File: src/rtl/uart_pkg.sv
// Shared UART types and constants for the receiver and the future transmitter.
// The receiver's optional majority-vote sampling is selected by UART_RX_MAJORITY_VOTE_EN.
package uart_pkg;

  localparam int UART_OVERSAMPLE = 16;

  typedef enum logic [1:0] {
    DBIT5,
    DBIT6,
    DBIT7,
    DBIT8
  } uart_data_lenght_t;

  typedef enum logic {
    STOP1,
    STOP2
  } uart_stop_bits_t;

  typedef enum logic {
    EVEN,
    ODD
  } uart_parity_mode_t;

  typedef enum logic [2:0] {
    IDLE,
    START,
    DATA,
    PARITY,
    STOP
  } uart_rx_state_t;

  // Number of data bits in a character for a given frame format.
  function automatic logic [3:0] data_len(input uart_data_lenght_t bits);
    return 4'd5 + {2'b00, bits};
  endfunction

endpackage

File: src/rtl/uart_baud_generator.sv
// Oversample tick generator: counts 0..divider_i and pulses tick_o on terminal count.
// A synchronous clear realigns the tick phase to an external event such as a start edge.
module uart_baud_generator #(
  parameter int DIV_W = 15
) (
  input  logic             clk_i,
  input  logic             rst_n_i,
  input  logic             clear_i,
  input  logic [DIV_W-1:0] divider_i,
  output logic             tick_o
);

  logic [DIV_W-1:0] count;

  // Greater-or-equal keeps the counter from running the full range when the
  // divider is lowered mid-count.
  assign tick_o = (count >= divider_i) && !clear_i;

  // NOTE: sequential state uses non-blocking assignments so every flop samples
  // pre-edge values regardless of statement order.
  always_ff @(posedge clk_i or negedge rst_n_i) begin
    if (!rst_n_i) begin
      count <= '0;
    end else if (clear_i || tick_o) begin
      count <= '0;
    end else begin
      count <= count + 1'b1;
    end
  end

endmodule

File: src/rtl/uart_receiver.sv
// UART RX stage: 16x oversampled serial-to-parallel receiver with runtime frame format.
// Define UART_RX_MAJORITY_VOTE_EN to decide each bit by a 3-sample majority vote.
module uart_receiver
  import uart_pkg::*;
#(
  parameter int OVERSAMPLE  = UART_OVERSAMPLE,
  parameter int SYNC_STAGES = 2
) (
  input  logic              clk_i,
  input  logic              rst_n_i,
  input  logic              uart_rx_i,
  input  logic              enable_i,
  input  logic [14:0]       clock_divider_i,
  input  uart_data_lenght_t data_bits_i,
  input  uart_stop_bits_t   stop_bits_i,
  input  uart_parity_mode_t parity_mode_i,
  input  logic              parity_enable_i,
  output logic [7:0]        data_o,
  output logic              data_valid_o,
  output logic              parity_error_o,
  output logic              frame_error_o,
  output logic              idle_o
);

  localparam int OS_W = $clog2(OVERSAMPLE);
  localparam logic [OS_W-1:0] LAST_CNT = OS_W'(OVERSAMPLE - 1);
`ifdef UART_RX_MAJORITY_VOTE_EN
  localparam logic [OS_W-1:0] VOTE_A_CNT = OS_W'(OVERSAMPLE / 2 - 2);
  localparam logic [OS_W-1:0] VOTE_B_CNT = OS_W'(OVERSAMPLE / 2 - 1);
  localparam logic [OS_W-1:0] SAMPLE_CNT = OS_W'(OVERSAMPLE / 2);
`else
  localparam logic [OS_W-1:0] SAMPLE_CNT = OS_W'(OVERSAMPLE / 2 - 1);
`endif

  uart_rx_state_t    state, state_next;
  logic [SYNC_STAGES-1:0] sync_q;
  logic              rx_sync, rx_prev;
  logic              tick;
  logic [OS_W-1:0]   os_cnt;
  logic [2:0]        bit_cnt;
  logic              stop_cnt;
  logic [7:0]        shift_q;
  logic              par_acc, par_err, frm_err;
  uart_data_lenght_t cfg_bits;
  uart_stop_bits_t   cfg_stop;
  uart_parity_mode_t cfg_parity;
  logic              cfg_par_en;
  logic [3:0]        n_bits;
  logic              bit_val, sample_now, bit_end, last_data, last_stop;
  logic              start_det, complete;

  assign rx_sync    = sync_q[SYNC_STAGES-1];
  assign n_bits     = data_len(cfg_bits);
  assign sample_now = tick && (os_cnt == SAMPLE_CNT);
  assign bit_end    = tick && (os_cnt == LAST_CNT);
  assign last_data  = ({1'b0, bit_cnt} == (n_bits - 4'd1));
  assign last_stop  = (stop_cnt == (cfg_stop == STOP2));
  assign idle_o     = (state == IDLE);

  uart_baud_generator #(.DIV_W(15)) u_baud (
    .clk_i     (clk_i),
    .rst_n_i   (rst_n_i),
    .clear_i   (start_det),
    .divider_i (clock_divider_i),
    .tick_o    (tick)
  );

  // Synchronizer presets high so reset never looks like a start edge.
  always_ff @(posedge clk_i or negedge rst_n_i) begin
    if (!rst_n_i) begin
      sync_q  <= '1;
      rx_prev <= 1'b1;
    end else begin
      sync_q  <= {sync_q[SYNC_STAGES-2:0], uart_rx_i};
      rx_prev <= rx_sync;
    end
  end

`ifdef UART_RX_MAJORITY_VOTE_EN
  logic vote_a, vote_b;

  always_ff @(posedge clk_i or negedge rst_n_i) begin
    if (!rst_n_i) begin
      vote_a <= 1'b1;
      vote_b <= 1'b1;
    end else begin
      if (tick && (os_cnt == VOTE_A_CNT)) vote_a <= rx_sync;
      if (tick && (os_cnt == VOTE_B_CNT)) vote_b <= rx_sync;
    end
  end

  assign bit_val = (vote_a & vote_b) | (vote_a & rx_sync) | (vote_b & rx_sync);
`else
  assign bit_val = rx_sync;
`endif

  always_ff @(posedge clk_i or negedge rst_n_i) begin
    if (!rst_n_i) state <= IDLE;
    else          state <= state_next;
  end

  // NOTE: every always_comb output gets a default first so no path infers a latch.
  always_comb begin
    state_next = state;
    start_det  = 1'b0;
    complete   = 1'b0;
    if (!enable_i) begin
      state_next = IDLE;
    end else begin
      case (state)
        IDLE: if (rx_prev && !rx_sync) begin
          start_det  = 1'b1;
          state_next = START;
        end
        START: begin
          if (sample_now && bit_val) state_next = IDLE;
          else if (bit_end)          state_next = DATA;
        end
        DATA:   if (bit_end && last_data) state_next = cfg_par_en ? PARITY : STOP;
        PARITY: if (bit_end) state_next = STOP;
        // Finishing at the last stop-bit sample leaves half a bit to catch a back-to-back start.
        STOP: if (sample_now && last_stop) begin
          complete   = 1'b1;
          state_next = IDLE;
        end
        default: state_next = IDLE;
      endcase
    end
  end

  always_ff @(posedge clk_i or negedge rst_n_i) begin
    if (!rst_n_i) begin
      os_cnt         <= '0;
      bit_cnt        <= '0;
      stop_cnt       <= 1'b0;
      shift_q        <= '0;
      par_acc        <= 1'b0;
      par_err        <= 1'b0;
      frm_err        <= 1'b0;
      cfg_bits       <= DBIT8;
      cfg_stop       <= STOP1;
      cfg_parity     <= EVEN;
      cfg_par_en     <= 1'b0;
      data_o         <= '0;
      data_valid_o   <= 1'b0;
      parity_error_o <= 1'b0;
      frame_error_o  <= 1'b0;
    end else begin
      data_valid_o <= complete;
      if (start_det) begin
        os_cnt     <= '0;
        bit_cnt    <= '0;
        stop_cnt   <= 1'b0;
        par_acc    <= 1'b0;
        par_err    <= 1'b0;
        frm_err    <= 1'b0;
        cfg_bits   <= data_bits_i;
        cfg_stop   <= stop_bits_i;
        cfg_parity <= parity_mode_i;
        cfg_par_en <= parity_enable_i;
      end else if (state != IDLE) begin
        if (tick) os_cnt <= os_cnt + 1'b1;
        case (state)
          DATA: begin
            if (sample_now) begin
              shift_q <= {bit_val, shift_q[7:1]};
              par_acc <= par_acc ^ bit_val;
            end
            if (bit_end) bit_cnt <= bit_cnt + 1'b1;
          end
          PARITY: if (sample_now) par_err <= bit_val ^ par_acc ^ (cfg_parity == ODD);
          STOP: begin
            if (sample_now && !bit_val) frm_err <= 1'b1;
            if (bit_end) stop_cnt <= 1'b1;
          end
          default: ;
        endcase
      end
      if (complete) begin
        data_o         <= shift_q >> (4'd8 - n_bits);
        parity_error_o <= par_err;
        frame_error_o  <= frm_err | ~bit_val;
      end
    end
  end

endmodule

File: config.mk
export PLATFORM = sky130hd
export DESIGN_NAME = uart_receiver
export DESIGN_NICKNAME = d
export VERILOG_FILES = /design/src/rtl/uart_pkg.sv /design/src/rtl/uart_baud_generator.sv /design/src/rtl/uart_receiver.sv
export SDC_FILE = /design/constraint.sdc
export NUM_CORES = 1
export LEC_CHECK = 0
export ABC_CLOCK_PERIOD_IN_PS = 3130
export CAP_MARGIN = 25
export CORE_MARGIN = 1
export CORE_UTILIZATION = 49
export CTS_BUF_LIST = sky130_fd_sc_hd__clkbuf_4 sky130_fd_sc_hd__clkbuf_8 sky130_fd_sc_hd__clkbuf_16
export CTS_CLUSTER_SIZE = 25
export DETAILED_ROUTE_END_ITERATION = 12
export PLACE_DENSITY = 0.75
export SYNTH_ARGS = -nofsm -noshare
export SYNTH_HDL_FRONTEND = slang
export SYNTH_SLANG_ARGS = --single-unit
File: constraint.sdc
create_clock -name clk_i -period 3.13 [get_ports clk_i]
set_clock_uncertainty 0.2 [all_clocks]
set_input_delay 0.939 -clock clk_i [delete_from_list [all_inputs] [get_ports clk_i]]
set_output_delay 0.939 -clock clk_i [all_outputs]
set_load 0.005 [all_outputs]
After elaboration in Yosys (flattened, before gate mapping) --
Index checks and enable logic that the tools add are counted.
Storage, ports and cells: register bits 56, input port bits 24, output and inout bits 12, logic and storage cells 113
Operators by class: add/sub/neg operators 6, order comparisons 1, eq/ne operators 13, shift-type cells 1, multiplexer cells 39, bitwise gates (word level) 5, reductions and logical operators 29
Operator list (count):
- $mux W3 | 12
- $mux W1 | 22
- $reduce_bool A2 Y1 | 8
- $add A15 B1 Y15 const B | 1
- $ge A15 B15 Y1 | 1
- $mux W15 | 1
- $pmux W3 S5 | 1
- $reduce_and A3 Y1 | 5
- $mux W4 | 3
- $ne A3 B3 Y1 const B | 3
- $logic_and A1 B1 Y1 | 8
- $shr A8 B4 Y8 | 1
- $eq A3 B2 Y1 const B | 2
- $reduce_and A5 Y1 | 1
- $add A3 B2 Y4 const A | 1
- $add A4 B1 Y4 const B | 1
- $eq A3 B4 Y1 | 1
- $eq A4 B3 Y1 const B | 1
- $eq A4 B4 Y1 const B | 1
- $ne A4 B4 Y1 const B | 1
- $reduce_and A4 Y1 | 1
- $sub A4 B1 Y4 const B | 1
- $sub A4 B4 Y4 const A | 1
- $add A3 B1 Y3 const B | 1
- other kinds (12) | 15

Depth between registers and ports, before layout --
Gate-level depths: netlist of the first run.
depth in word-level cells 13, depth in mapped cells 9, depth with buffers taken out 8

Hierarchy --
Synthesis of the first run repeated with hierarchy kept, for this count alone.
Second synthesis, totals: cells, all modules 294, area, all modules 3056.7 µm²
Modules (own cells, without submodules):
- uart_receiver | times used 1, cells an instance 171, area each 1955.6 µm², seq. area each 1032.2 µm²
- uart_baud_generator | times used 1, cells an instance 123, area each 1101.1 µm², seq. area each 375.4 µm²

Worst setup path before layout of the first run --
Ideal clock, no wire load.
path kind input -> register, from input port clock_divider_i[13], to register data_o[0], library setup time 0.125 ns, arrival time 2.571 ns, required time 2.805 ns, setup slack 0.234 ns, cell stages on the path 8, path buffers 0, cell sequence inv_1 ha_1 a21oi_1 nand2_1 a2111oi_4 o21ai_2 nand3_2 mux2_2
Between the ends: word-level cells in the longest chain between the ends 7
Ends and longest elaborated chain:
- from (decl) | RTL line uart_receiver.sv:13 | input logic [14:0] clock_divider_i,
- $ge A15 B15 Y1 | RTL line uart_baud_generator.sv:17 | assign tick_o = (count >= divider_i) && !clear_i;
- $logic_and A1 B1 Y1 | RTL line uart_baud_generator.sv:17
- $logic_and A1 B1 Y1 | RTL line uart_receiver.sv:54 | assign sample_now = tick && (os_cnt == SAMPLE_CNT);
- $logic_and A1 B1 Y1 | RTL line uart_receiver.sv:122 | STOP: if (sample_now && last_stop) begin
- $mux W1 | RTL line uart_receiver.sv:122
- $mux W1 | RTL line uart_receiver.sv:110 | case (state)
- $mux W1 | RTL line uart_receiver.sv:107 | if (!enable_i) begin
- to (signal assigned) | RTL line uart_receiver.sv:180 | data_o <= shift_q >> (4'd8 - n_bits);
- to (decl) | RTL line uart_receiver.sv:18 | output logic [7:0] data_o,
Every way passes these cells. A chain may end at the register's enable or synchronous reset.

Final worst setup path of the first run --
from input port clock_divider_i[12], to register os_cnt[3]
Between the ends: word-level cells in the longest chain between the ends 4
Ends and longest elaborated chain:
- $ge A15 B15 Y1 | RTL line uart_baud_generator.sv:17
- $logic_and A1 B1 Y1 | RTL line uart_baud_generator.sv:17
- $reduce_bool A2 Y1 (no source line)
- $reduce_and A2 Y1 (no source line)
- to (signal assigned) | RTL line uart_receiver.sv:162 | if (tick) os_cnt <= os_cnt + 1'b1;
- to (decl) | RTL line uart_receiver.sv:39 | logic [OS_W-1:0] os_cnt;
Every way passes these cells.

==> impl_metrics.toml, run 1 <==
[status]
outcome = "finished, final reports clean"

[cts]
htree_levels = 2
clk_pin_slew_worst_paths_ns = 0.10
cts_sinks = 56
clockBufferDepth = 2
cts_tree = "yes"
hold_buffers = 0
clk_latency_ns = 0.32
cts-root-buf = "clkbuf_8"
cts_buffers = 5

[floorplanning]
rows = 28
fp.dieW_um = 81.9
die_area_um2 = 6700
core_area_um2 = 6030
die_h_um = 81.9
initial_utilization = 0.518
io_pins = 36

[logic_synthesis]
yosys.area.top_type = "dfrtp_1"
yosys-top-cells-count = "dfrtp_1 (51), nand2_1 (34), nor2_1 (31)"
synth_area_um2 = 3120
synth_cells = 303
synth-edff-count = 0
synthDominantCellAreaShare = 0.408
synthesis.nets = 345
seq_area_frac_synth = 0.451
ys_ff_latch = 56
async_reset_ff_frac = 1.00
ys.flop_type = "dfrtp_1"
synth_cell_type_count = 47
syn_avg_cell_area_um2 = 10.3
ys_warn_count = 0
synth_area_leaders = "dfrtp_1 (41%), ha_1 (7.2%), mux2_2 (7.2%)"
yosysMostFrequentCell = "dfrtp_1"

[global_route]
grt_pass1_wl_mm = 10.5
grt_use_total = 0.206
grt_max_degree = 33
grt_remaining_overflow = 0
antenna_found_initial = 0
grt_pass1_vias = 2330

[route]
drt_iter0_drc = 117
wl_met1_mm = 2.85
drc = 0
routed_wirelength_mm = 6.22
wl_met2_mm = 3.12
drt-pass1-iter-count = 6
wl_per_cell_um = 14.6
dr_total_vias = 2342
viasPerCell = 5.48
ant_nets = 0
highest_layer = "met4"
wl_met3_um = 178

[finish]
nNetsFinal = 393
fin_area_um2 = 3870
area_delta_synth_final_pct = 23.7
drive_gt1_frac = 0.207
post_layout_nonfiller_instances = 427
fillers = 488
diodes = 0
post-route-util = 0.642

[pwr]
powerDensity_nw_per_um2 = 432
total_power_mw = 1.67
leakagePower_nw = 1.83
worst_ir_drop_vdd_mv = 0.295

[sta]
rsz0062_at_grt = "true"
period_share = 0.980
setup-violations-final = 0
relSlewSlack = 0.509
drv_slew = 0
timing.hold.ws_ns = 0.162
fin_crit_ns = 3.07
tns_ns = 0
fin_ws_ns = 0.0637
clock.fmax_mhz = 326
worst_pin_slew_ns = 0.736
hold_viol_final = 0

[run]
cap_violations = 0

[worst_setup_path]
criticalPathCategory = "input port to flop"
r2r-start = "u_baud.count[11]"
required_ns = 3.18
cpMostUsedCell = "buf_4"
worstReg2RegEnd = "os_cnt[3]"
endpoint_kind = "flop"
slowest_stage = "clkdlybuf4s50_1"
worstPathMaxFanout = 4
crit_arrival_ns = 3.12
crit_chain = "clkdlybuf4s50_1, inv_1, ha_1, nand4_1, nor3_2, a2111oi_4, buf_4, buf_4, o211ai_2, a211oi_1, nand2b_1"
critPathLaunchType = "input port"
r2r_cells = 9
critPathMaxStageDelay_ns = 0.46
regToRegSetupSlack_ns = 0.72

[placed_design]
place_congestion = 0.901
hpwl_mm = 4.51
dp_cells = 418
pre_cts_ws_ns = -0.428
dpl_cell_area_um2 = 3640
port_buffers = 35

[min_path]
min_path_type = "flop to flop"
worst_hold_path.endpoint = "sync_q[1]"
hold_start = "sync_q[0]"
holdPathStages = 0
==> sequential cells by signal, summed over array words and instances, names as in the netlist, 2 cells and up <==
signal	cells
sync_q	2
cfg_bits	2
state	3
u_baud.count	15
bit_cnt	3
data_o	8
os_cnt	4
shift_q	8
==> layout make-up <==
| class | count | area, µm² | area share |
|---|---|---|---|
| multi-input combinational | 219 | 1720 | 0.445 |
| sequential | 56 | 1410 | 0.364 |
| timing repair buffer | 49 | 479 | 0.124 |
| tap | 75 | 93.8 | 0.0243 |
| inverter | 20 | 75.1 | 0.0194 |
| clock buffer | 5 | 68.8 | 0.0178 |
| clock inverter | 3 | 21.3 | 0.00550 |
==> kinds of logic (layout without fill, tap and decap cells) <==
logic type,count (synthesis),after routing,share of synthesized area
and+or+nand+nor,113,113,0.187
DFF,56,56,0.451
AOI/OAI and AO/OA,40,40,0.0885
muxes,30,30,0.116
buffers and inverters,28,77,0.0352
adders and majority gates,18,18,0.0721
xor gates and xnor gates,18,18,0.0505
==> worst max path at each step <==
stage                              from    endpoint  cells past startpoint
global placement    clock_divider_i[13]    state[1]                     10
CTS                 clock_divider_i[13]  shift_q[7]                     10
floorplan           clock_divider_i[13]   data_o[0]                      8
global route         clock_divider_i[8]   os_cnt[3]                     11
detailed placement  clock_divider_i[13]    state[1]                     10
finish              clock_divider_i[12]   os_cnt[3]                     11
==> cells in the final DEF (no fill, tap or decap), types with 2 or more instances in the layout <==
cell              n
dfrtp_1          51
nand2_1          34
clkdlybuf4s50_1  32
nor2_1           31
mux2_2           20
inv_1            19
ha_1             15
xor2_1           11
o21ai_0          10
buf_4            10
a21oi_1           9
nand3_1           9
nand4_1           7
and3_1            7
xnor2_1           7
mux2i_1           7
nor2b_1           5
dfstp_2           5
clkbuf_8          5
or3_1             3
mux4_2            3
ha_4              3
buf_6             3
a21oi_2           2
nor3_2            2
o21ai_4           2
and4_1            2
nand3_4           2
a41oi_1           2
nand2b_1          2
a31oi_1           2
dlymetal6s2s_1    2
==> report_power, final <==
part           internal, mW  leakage, nW  switching (mW)
Clock                 0.159       0.0445           0.242
Combinational         0.187         1.04           0.191
Sequential            0.798        0.751          0.0944
==> layer usage <==
| layer | GRT usage | vias up |
|---|---|---|
| met5 | 0 | - |
| met4 | 0.0579 | 0 |
| met3 | 0.0411 | 8 |
| met2 | 0.340 | 33 |
| met1 | 0.275 | 1152 |
| li1 | - | 1149 |
==> worst max-delay path, delay by kind of cell <==
family	cells	cell delay (ns)
buffers and inverters	4	0.79
AO/OA/AOI/OAI	3	0.75
AND/OR/NAND/NOR	3	0.34
adder cells (fa/ha/maj)	1	0.28
==> repair_timing <==
action / 4_1_cts / 5_1_grt
endpoints found under the hold margin: 0 / 0
resized for setup: 6 / 19
pin swaps: 0 / 8
buffers inserted: 0 / 1
endpoints found under the setup margin: 15 / 45
cloned: 0 / 0
No activity file was read; power rests on OpenSTA's default activity.
==> inputs of run 2 (changes only) <==
--- a/config.mk
+++ b/config.mk
@@ -10,7 +10,8 @@
 export CORE_MARGIN = 1
 export CORE_UTILIZATION = 49
 export CTS_BUF_LIST = sky130_fd_sc_hd__clkbuf_4 sky130_fd_sc_hd__clkbuf_8 sky130_fd_sc_hd__clkbuf_16
-export CTS_CLUSTER_SIZE = 25
+export CTS_CLUSTER_DIAMETER = 100
+export CTS_CLUSTER_SIZE = 28
 export DETAILED_ROUTE_END_ITERATION = 12
 export PLACE_DENSITY = 0.75
 export SYNTH_ARGS = -nofsm -noshare
==> results of run 2 <==
Final layout, timing and power as in run 1 (identical DEF).
